[src/rtl/spi_host_quad_pkg.sv]
// Shared types and constants for the quad-lane SPI host.
package spi_host_quad_pkg;

  localparam int SPI_LANES = 4;

  typedef enum logic [2:0] {
    IDLE,
    LOW,
    HIGH,
    WAIT,
    HOLD,
    GAP
  } spi_host_state_t;

endpackage

[src/rtl/spi_host_quad_if.sv]
// Word-level handshake between host logic (master) and the SPI controller (slave).
interface spi_host_quad_if #(
  parameter int N_BITS = 8
);

  logic [N_BITS-1:0] tx_data;
  logic              tx_last;
  logic              tx_valid;
  logic              tx_ready;
  logic [N_BITS-1:0] rx_data;
  logic              rx_valid;

  modport master (
    output tx_data, tx_last, tx_valid,
    input  tx_ready, rx_data, rx_valid
  );

  modport slave (
    input  tx_data, tx_last, tx_valid,
    output tx_ready, rx_data, rx_valid
  );

endinterface

[src/rtl/spi_host_quad_sck_div.sv]
// SCK half-period timer: phase_end pulses on the last clk cycle of each CLK_DIV-long phase.
module spi_sck_div #(
  parameter int CLK_DIV = 2
) (
  input  logic clk,
  input  logic rst_n,
  input  logic run,
  input  logic clr,
  output logic phase_end
);

  localparam int CW = (CLK_DIV > 1) ? $clog2(CLK_DIV) : 1;
  localparam logic [CW-1:0] TERM = CW'(CLK_DIV - 1);

  logic [CW-1:0] cnt_q, cnt_d;

  assign phase_end = run && (cnt_q == TERM);

  always_comb begin
    cnt_d = cnt_q + 1'b1;
    if (clr || !run || phase_end) cnt_d = '0;
  end

  always_ff @(posedge clk or negedge rst_n) begin
    if (!rst_n) cnt_q <= '0;
    else        cnt_q <= cnt_d;
  end

endmodule

[src/rtl/spi_host_quad.sv]
// Quad-lane SPI mode-0 host: shifts words out MS-nibble first while sampling read nibbles.
module spi_host_quad
  import spi_host_quad_pkg::*;
#(
  parameter int N_BITS  = 8,
  parameter int CLK_DIV = 2
) (
  input  logic                 clk,
  input  logic                 rst_n,
  output logic                 sck,
  output logic                 cs_n,
  output logic [SPI_LANES-1:0] sdo,
  input  logic [SPI_LANES-1:0] sdi,
  spi_host_quad_if.slave       bus
);

  localparam int NIB   = N_BITS / SPI_LANES;
  localparam int NIB_W = (NIB > 1) ? $clog2(NIB) : 1;
  localparam logic [NIB_W-1:0] NIB_LAST = NIB_W'(NIB - 1);

  spi_host_state_t      state_q, state_d;
  logic                 sck_q, sck_d;
  logic                 cs_n_q, cs_n_d;
  logic [SPI_LANES-1:0] sdo_q, sdo_d;
  logic [N_BITS-1:0]    tx_shift_q, tx_shift_d;
  logic [N_BITS-1:0]    rx_shift_q, rx_shift_d;
  logic [N_BITS-1:0]    rx_data_q, rx_data_d;
  logic                 rx_valid_q, rx_valid_d;
  logic [NIB_W-1:0]     nib_q, nib_d;
  logic                 last_q, last_d;
  logic [N_BITS-1:0]    rx_word;
  logic                 ready;
  logic                 phase_end;
  logic                 run;
  logic                 clr;

  assign run = (state_q == LOW) || (state_q == HIGH) || (state_q == HOLD) || (state_q == GAP);
  assign clr = (state_d != state_q);

  spi_sck_div #(.CLK_DIV(CLK_DIV)) u_div (
    .clk       (clk),
    .rst_n     (rst_n),
    .run       (run),
    .clr       (clr),
    .phase_end (phase_end)
  );

  always_comb begin
    state_d    = state_q;
    sck_d      = sck_q;
    cs_n_d     = cs_n_q;
    sdo_d      = sdo_q;
    tx_shift_d = tx_shift_q;
    rx_shift_d = rx_shift_q;
    rx_data_d  = rx_data_q;
    rx_valid_d = 1'b0;
    nib_d      = nib_q;
    last_d     = last_q;
    ready      = 1'b0;
    rx_word    = N_BITS'({rx_shift_q, sdi});

    case (state_q)
      IDLE: ready = 1'b1;
      LOW: begin
        if (phase_end) begin
          sck_d   = 1'b1;
          state_d = HIGH;
        end
      end
      HIGH: begin
        if (phase_end) begin
          sck_d      = 1'b0;
          rx_shift_d = rx_word;
          if (nib_q != NIB_LAST) begin
            nib_d      = nib_q + 1'b1;
            sdo_d      = tx_shift_q[N_BITS-1 -: SPI_LANES];
            tx_shift_d = tx_shift_q << SPI_LANES;
            state_d    = LOW;
          end else begin
            nib_d      = '0;
            rx_data_d  = rx_word;
            rx_valid_d = 1'b1;
            if (last_q) begin
              state_d = HOLD;
            end else begin
              ready   = 1'b1;
              state_d = WAIT;
            end
          end
        end
      end
      WAIT: ready = 1'b1;
      HOLD: begin
        if (phase_end) begin
          cs_n_d  = 1'b1;
          sdo_d   = '0;
          state_d = GAP;
        end
      end
      GAP: begin
        if (phase_end) state_d = IDLE;
      end
      default: state_d = IDLE;
    endcase

    // Every accepting state (IDLE, WAIT, word-end HIGH) loads the same way, overriding the case above.
    if (ready && bus.tx_valid) begin
      state_d    = LOW;
      cs_n_d     = 1'b0;
      sck_d      = 1'b0;
      sdo_d      = bus.tx_data[N_BITS-1 -: SPI_LANES];
      tx_shift_d = bus.tx_data << SPI_LANES;
      last_d     = bus.tx_last;
      nib_d      = '0;
    end
  end

  always_ff @(posedge clk or negedge rst_n) begin
    if (!rst_n) begin
      state_q    <= IDLE;
      sck_q      <= 1'b0;
      cs_n_q     <= 1'b1;
      sdo_q      <= '0;
      tx_shift_q <= '0;
      rx_shift_q <= '0;
      rx_data_q  <= '0;
      rx_valid_q <= 1'b0;
      nib_q      <= '0;
      last_q     <= 1'b0;
    end else begin
      state_q    <= state_d;
      sck_q      <= sck_d;
      cs_n_q     <= cs_n_d;
      sdo_q      <= sdo_d;
      tx_shift_q <= tx_shift_d;
      rx_shift_q <= rx_shift_d;
      rx_data_q  <= rx_data_d;
      rx_valid_q <= rx_valid_d;
      nib_q      <= nib_d;
      last_q     <= last_d;
    end
  end

  assign sck          = sck_q;
  assign cs_n         = cs_n_q;
  assign sdo          = sdo_q;
  assign bus.rx_data  = rx_data_q;
  assign bus.rx_valid = rx_valid_q;
  assign bus.tx_ready = rst_n & ready;

endmodule

[src/flat_wrapper.sv]
// flat-port wrapper written by rule: the top's interface ports become plain ports
module spi_host_quad_flat import spi_host_quad_pkg::*;
#(
  parameter int N_BITS  = 8,
  parameter int CLK_DIV = 2
)
  (clk, rst_n, sck, cs_n, sdo, sdi, bus_tx_data, bus_tx_last, bus_tx_valid, bus_tx_ready, bus_rx_data, bus_rx_valid);
  spi_host_quad_if #(.N_BITS(N_BITS)) bus_i ();
  input  logic clk;
  input  logic rst_n;
  output logic sck;
  output logic cs_n;
  output logic [SPI_LANES-1:0] sdo;
  input  logic [SPI_LANES-1:0] sdi;
  input wire logic [$bits(bus_i.tx_data)-1:0] bus_tx_data;
  input wire logic [$bits(bus_i.tx_last)-1:0] bus_tx_last;
  input wire logic [$bits(bus_i.tx_valid)-1:0] bus_tx_valid;
  output wire logic [$bits(bus_i.tx_ready)-1:0] bus_tx_ready;
  output wire logic [$bits(bus_i.rx_data)-1:0] bus_rx_data;
  output wire logic [$bits(bus_i.rx_valid)-1:0] bus_rx_valid;
  assign bus_i.tx_data = bus_tx_data;
  assign bus_i.tx_last = bus_tx_last;
  assign bus_i.tx_valid = bus_tx_valid;
  assign bus_tx_ready = bus_i.tx_ready;
  assign bus_rx_data = bus_i.rx_data;
  assign bus_rx_valid = bus_i.rx_valid;
  spi_host_quad #(.N_BITS(N_BITS), .CLK_DIV(CLK_DIV)) u_core (.clk(clk), .rst_n(rst_n), .sck(sck), .cs_n(cs_n), .sdo(sdo), .sdi(sdi), .bus(bus_i));
endmodule
[config.mk]
export PLATFORM = sky130hd
export DESIGN_NAME = spi_host_quad_flat
export DESIGN_NICKNAME = d
export VERILOG_FILES = /design/src/rtl/spi_host_quad_pkg.sv /design/src/rtl/spi_host_quad_if.sv /design/src/rtl/spi_host_quad_sck_div.sv /design/src/rtl/spi_host_quad.sv /design/src/flat_wrapper.sv
export SDC_FILE = /design/constraint.sdc
export NUM_CORES = 1
export LEC_CHECK = 0
export ABC_AREA = 1
export CAP_MARGIN = 20
export CORE_ASPECT_RATIO = 0.9
export CORE_UTILIZATION = 45
export CTS_BUF_LIST = sky130_fd_sc_hd__clkbuf_16
export DETAILED_ROUTE_END_ITERATION = 12
export HOLD_SLACK_MARGIN = 0.08
export PLACE_DENSITY = 0.74
export SETUP_SLACK_MARGIN = 0.02
export SYNTH_ARGS = -nofsm -noshare
export SYNTH_HDL_FRONTEND = slang
export SYNTH_SLANG_ARGS = --single-unit
[constraint.sdc]
create_clock -name clk -period 1.4 [get_ports clk]
set_input_delay 0.42 -clock clk [delete_from_list [all_inputs] [get_ports clk]]
set_output_delay 0.42 -clock clk [all_outputs]
set_load 0.1 [all_outputs]
==> Yosys cells after proc, flatten, opt, wreduce, memory -nomap -nowiden <==
Index checks and enable logic that the tools add are counted.
{ "totals": {"reg_bits": 33, "output_inout_bits": 16, "wordCells": 82} }
{ "classes": {"addsub": 2, "n_eq_ne": 11, "mux": 35, "n_bitwise": 1, "n_reduce_logical": 22} }
{ "ops": {"columns": ["op", "n"], "rows": [
  ["8-bit two-way mux", 4],
  ["3-bit two-way mux", 7],
  ["1-bit two-way mux", 16],
  ["4-bit two-way mux", 4],
  ["3-bit one-hot mux with 5 select lines", 1],
  ["3-bit inequality test, second input constant", 4],
  ["3-bit AND reduction", 3],
  ["4-bit one-hot mux with 2 select lines", 1],
  ["3-bit by 2-bit == test with 1-bit output, second input constant", 2],
  ["3-bit == test, second input constant", 2],
  ["2-bit AND reduction", 3],
  ["2-bit nonzero test", 3],
  ["3-bit nonzero test", 2],
  ["1-bit logical OR", 5],
  ["1-bit one-hot mux with 2 select lines", 2],
  ["4-bit AND reduction", 1],
  ["3-bit by 1-bit == test with 1-bit output, second input constant", 1],
  ["3-bit zero test", 1],
  ["3-bit inequality test", 1],
  ["1-bit adder, second input constant", 2],
  ["1-bit logical AND", 2],
  ["2-bit inequality test, second input constant", 1],
  ["2-bit OR reduction", 1],
  ["1-bit AND", 1],
  ["1-bit zero test", 1]
]} }

==> Longest topological paths before layout <==
{ "logic_depth": {"depth_word": 13, "depth_mapped": 9} }

==> Hierarchy <==
Synthesis repeated with hierarchy kept, for this count alone.
{ "unflattened": {"hier_cells": 171, "area_unflattened_um2": 1415.1} }
{ "modules_own_cells": {"columns": ["mod", "n_inst", "cells_per_inst", "area_per_inst_um2", "seq_area_each_um2"], "rows": [
  ["spi_host_quad", 1, 165, 1368.8, 701.9],
  ["spi_sck_div", 1, 6, 46.3, 25.0]
]} }

==> Least setup slack after synthesis <==
OpenSTA, ideal clock, no wires.
{ "synth_timing": {"path_type": "reg2out", "startpoint": "register u_core.state_q[0]", "endpoint": "output bus_tx_ready", "t_arrival_ns": 2.948, "required_ns": 0.980, "slack_ns": -1.968, "stages_incl_launch_ff": 6, "cell_sequence": "dfrtp_1 inv_1 nor2_1 nor2_1 nand2_1 a21boi_0"} }
{ "synth_via": {"elab_chain_cells": 8, "word_cells_on_any_way": 14, "classes_between": "5 x eq/ne; 2 x mux; 1 x bitwise; 6 x reduce/logical"} }
{ "synth_lines": {"columns": ["item", "line_no", "rtl"], "rows": [
  ["start: declaration", "spi_host_quad.sv:21", "spi_host_state_t state_q, state_d;"],
  ["start signal: assignment", "spi_host_quad.sv:131", "state_q <= state_d;"],
  ["3-bit by 1-bit == test with 1-bit output or 3-bit by 2-bit == test with 1-bit output (tied branches)", "spi_host_quad.sv:37, spi_host_quad.sv:62", null],
  ["1-bit logical OR (3 in a row)", "spi_host_quad.sv:37", "assign run = (state_q == LOW) || (state_q == HIGH) || (state_q == HOLD) || (state_q == GAP);"],
  ["1-bit logical AND", "spi_host_quad_sck_div.sv:17", "assign phase_end = run && (cnt_q == TERM);"],
  ["1-bit two-way mux", "spi_host_quad.sv:71", "if (phase_end) begin"],
  ["1-bit one-hot mux with 2 select lines *", "spi_host_quad.sv:62", "case (state_q)"],
  ["1-bit AND *", "spi_host_quad.sv:149", "assign bus.tx_ready = rst_n & ready;"],
  ["end: declaration", "flat_wrapper.sv:18", "output wire logic [$bits(bus_i.tx_ready)-1:0] bus_tx_ready;"]
]} }
Every way passes the cells marked *; elsewhere a longest branch is shown, timed or not.

==> Worst setup path after layout <==
Ends and elaborated chain as after synthesis.

==> flow_summary.ini <==
[outcome]
status = complete, but fails checks
violations = setup timing

[job]
drv_cap = 0

[floorplanning]
fp.dieW_um = 59.0
die_area_um2 = 3150
pin_count = 32
core_area_um2 = 2770
fp.dieH_um = 53.3
rows = 18
start_util = 0.476

[timing]
setup_viol = 27
worst_slew_pin_slew_ns = 0.355
period_share = 1.32
layout_setup_ws_ns = -0.446
skew_ns = 0.00617
slew_viol_final = 0
rsz0062_at_grt = true
fmax_ghz = 0.542
maxSlewHeadroom = 0.761
fin_crit_ns = 1.85
hold_violations = 0

[critical_path]
worstPathRequired_ns = 0.98
critical_path.endpoint_type = primary output
r2r-start = u_core.state_q[0]
cp_cell_sequence = inv_2 > nor2_2 > nor2_1 > nand2_2 > a21boi_4 > buf_12
critical-path-max-stage-delay_ns = 0.36
cp_slowest_cell = dfrtp_1
rr_worst_depth = 10
cp-start-kind = flop
critPathKind = flop to primary output
r2r_slack_ns = -0.28
crit_arrival_ns = 1.43
timing.rr.end = u_core.sdo[0]
cp_max_fo = 3

[global_route]
antenna_found_initial = 0
grt_pass1_wl_um = 5780
grt_max_degree = 30
grt_use_total = 0.258
grt_overflow = 0
grt_pass1_vias = 1257

[synth]
syn-num-nets = 166
syn_area_um2 = 1320
synth_cell_types = 19
synthCells = 150
syn_area_per_cell_um2 = 8.78
synth_seq_area_share = 0.552
synth-seq-cells = 29
yosys_warnings = 0

[clocking]
cts.path.max_buffers = 2
cts_hold_buf = 0
insertion_delay_ns = 0.28
ctsRootBufferMaster = clkbuf_16
cts_tree = built
cts.sink_count = 29
cts_made_buffers = 5
clkSlewWorstSetupHoldPaths_ns = 0.05
htreeDepth = 2

[routing]
drc = 0
ant_nets = 0
drt-total-wl_um = 4440
routedWlPerCell_um = 17.7
drt_iter0_drc = 62
vias = 1382
drtPass1Iterations = 4
avgViaCountPerCell = 5.51

[final_layout]
fillerInstances = 143
multiInputGateArea_um2 = 627
area_growth_syn_to_layout_pct = 76.1
layout-drive-gt1-share = 0.384
regArea_um2 = 728
n_antenna_cell = 0
fin_util = 0.837
finalNetCount = 227

[placed_design]
hpwl_um = 2260
dp_slack_ns = -0.341
port_buffers = 31
gp_congestion = 0.838

[hold_path]
min_to = u_core.cs_n
min_from = u_core.cs_n
hold_depth = 2
hp-class = flop to flop

[pwr]
finalPower_mw = 6.33
p_leak_nw = 1.11
irDropWorstVdd_mv = 2.48
power.density_nw_per_um2 = 2730
cell usage in the layout (no fill, tap or decap), types with 4 or more instances in the layout:
cell	n
buf_12	16
buf_4	16
buf_6	7
clkbuf_16	5
clkdlybuf4s50_1	15
dfrtp_1	27
inv_1	14
inv_2	4
nand2_1	34
nand2_2	5
nand2_4	5
nand3_1	11
nor2_1	10
o21ai_0	8
o21ai_2	6
metrics by stage:
step	setup TNS, ns	instance area (µm²)	cells	hold WS [ns]
2_1_floorplan	-0.346	1340	150	0.124
3_5_place_dp	-1.49	1940	234	0.487
3_3_place_gp	-0.890	1940	234	0.461
5_1_grt	-4.87	2320	251	0.504
6_report	-3.76	2320	251	0.491
4_1_cts	-1.88	2200	248	0.495
state kept, by name, indices dropped and copies added, names as in the netlist:
register	cells
u_core.rx_shift_q	4
u_core.last_q	1
u_core.bus.rx_valid	1
u_core.cs_n	1
u_core.nib_q	1
u_core.sck	1
u_core.u_div.cnt_q	1
u_core.sdo	4
u_core.bus.rx_data	8
u_core.tx_shift_q	4
u_core.state_q	3
area by class of cell:
class / count / share of cell area
Clock buffer: 5 / 0.0539
Tap cell: 40 / 0.0216
Timing Repair Buffer: 56 / 0.307
Clock inverter: 2 / 0.00324
Inverter: 18 / 0.0302
Sequential cell: 29 / 0.314
Multi-Input combinational cell: 101 / 0.270
worst max-delay path by stage:
| stage | endpoint | startpoint | cells past startpoint | slack (ns) |
|---|---|---|---|---|
| 2_1_floorplan | bus_tx_ready | u_core.state_q[0] | 5 | -0.35 |
| 3_3_place_gp | bus_tx_ready | rst_n | 3 | -0.35 |
| 3_5_place_dp | bus_tx_ready | rst_n | 3 | -0.34 |
| 4_1_cts | bus_tx_ready | u_core.state_q[0] | 6 | -0.37 |
| 5_1_grt | bus_tx_ready | u_core.nib_q | 5 | -0.48 |
| 6_report | bus_tx_ready | u_core.state_q[0] | 6 | -0.45 |
where the power goes:
part,switching [mW],total (mW),internal (mW)
sequential,0.322,1.52,1.19
clock,0.356,0.989,0.632
combinational,2.41,3.83,1.41
total,3.09,6.33,3.24
critical path: cells and delay by family, from the launching register on:
kind            cells  cell delay (ns)
flops               1             0.36
simple gates        3             0.32
buf+inv             2             0.30
compound gates      1             0.16
cells in the mapped netlist:
| cell type | count | area share |
|---|---|---|
| a21boi_0 | 1 | 0.0057 |
| a21boi_2 | 1 | 0.0085 |
| a21oi_1 | 3 | 0.011 |
| a31oi_1 | 1 | 0.0048 |
| buf_6 | 3 | 0.026 |
| dfrtp_1 | 28 | 0.53 |
| dfstp_2 | 1 | 0.020 |
| inv_1 | 18 | 0.051 |
| nand2_1 | 42 | 0.12 |
| nand2_2 | 3 | 0.014 |
| nand3_1 | 14 | 0.053 |
| nand3_2 | 2 | 0.015 |
| nand4_1 | 2 | 0.0095 |
| nor2_1 | 11 | 0.031 |
| nor2_4 | 2 | 0.017 |
| o21ai_0 | 12 | 0.046 |
| o21ai_1 | 1 | 0.0038 |
| o21ai_2 | 4 | 0.027 |
| o22ai_1 | 1 | 0.0048 |
what timing repair did:
item                       4_1_cts  5_1_grt
setup endpoints to repair       20       27
gates resized for setup         16       29
buffers inserted                 5        3
gates cloned                     2        1
pin swaps                        5        8
cell families after synthesis:
kind of cell           share of synthesized area
AND/OR/NAND/NOR                            0.260
flip-flops                                 0.552
AO/OA/AOI/OAI                              0.111
buffers and inverters                     0.0769
routing by layer:
metal	global-route usage	vias to the layer above	share of wire
met4	0.115	0	0.027
met3	0.0660	15	0.067
met1	0.327	683	0.39
met5	0	-	0
li1	-	603	-
met2	0.417	81	0.52
Power figures use the tool's default switching activity.
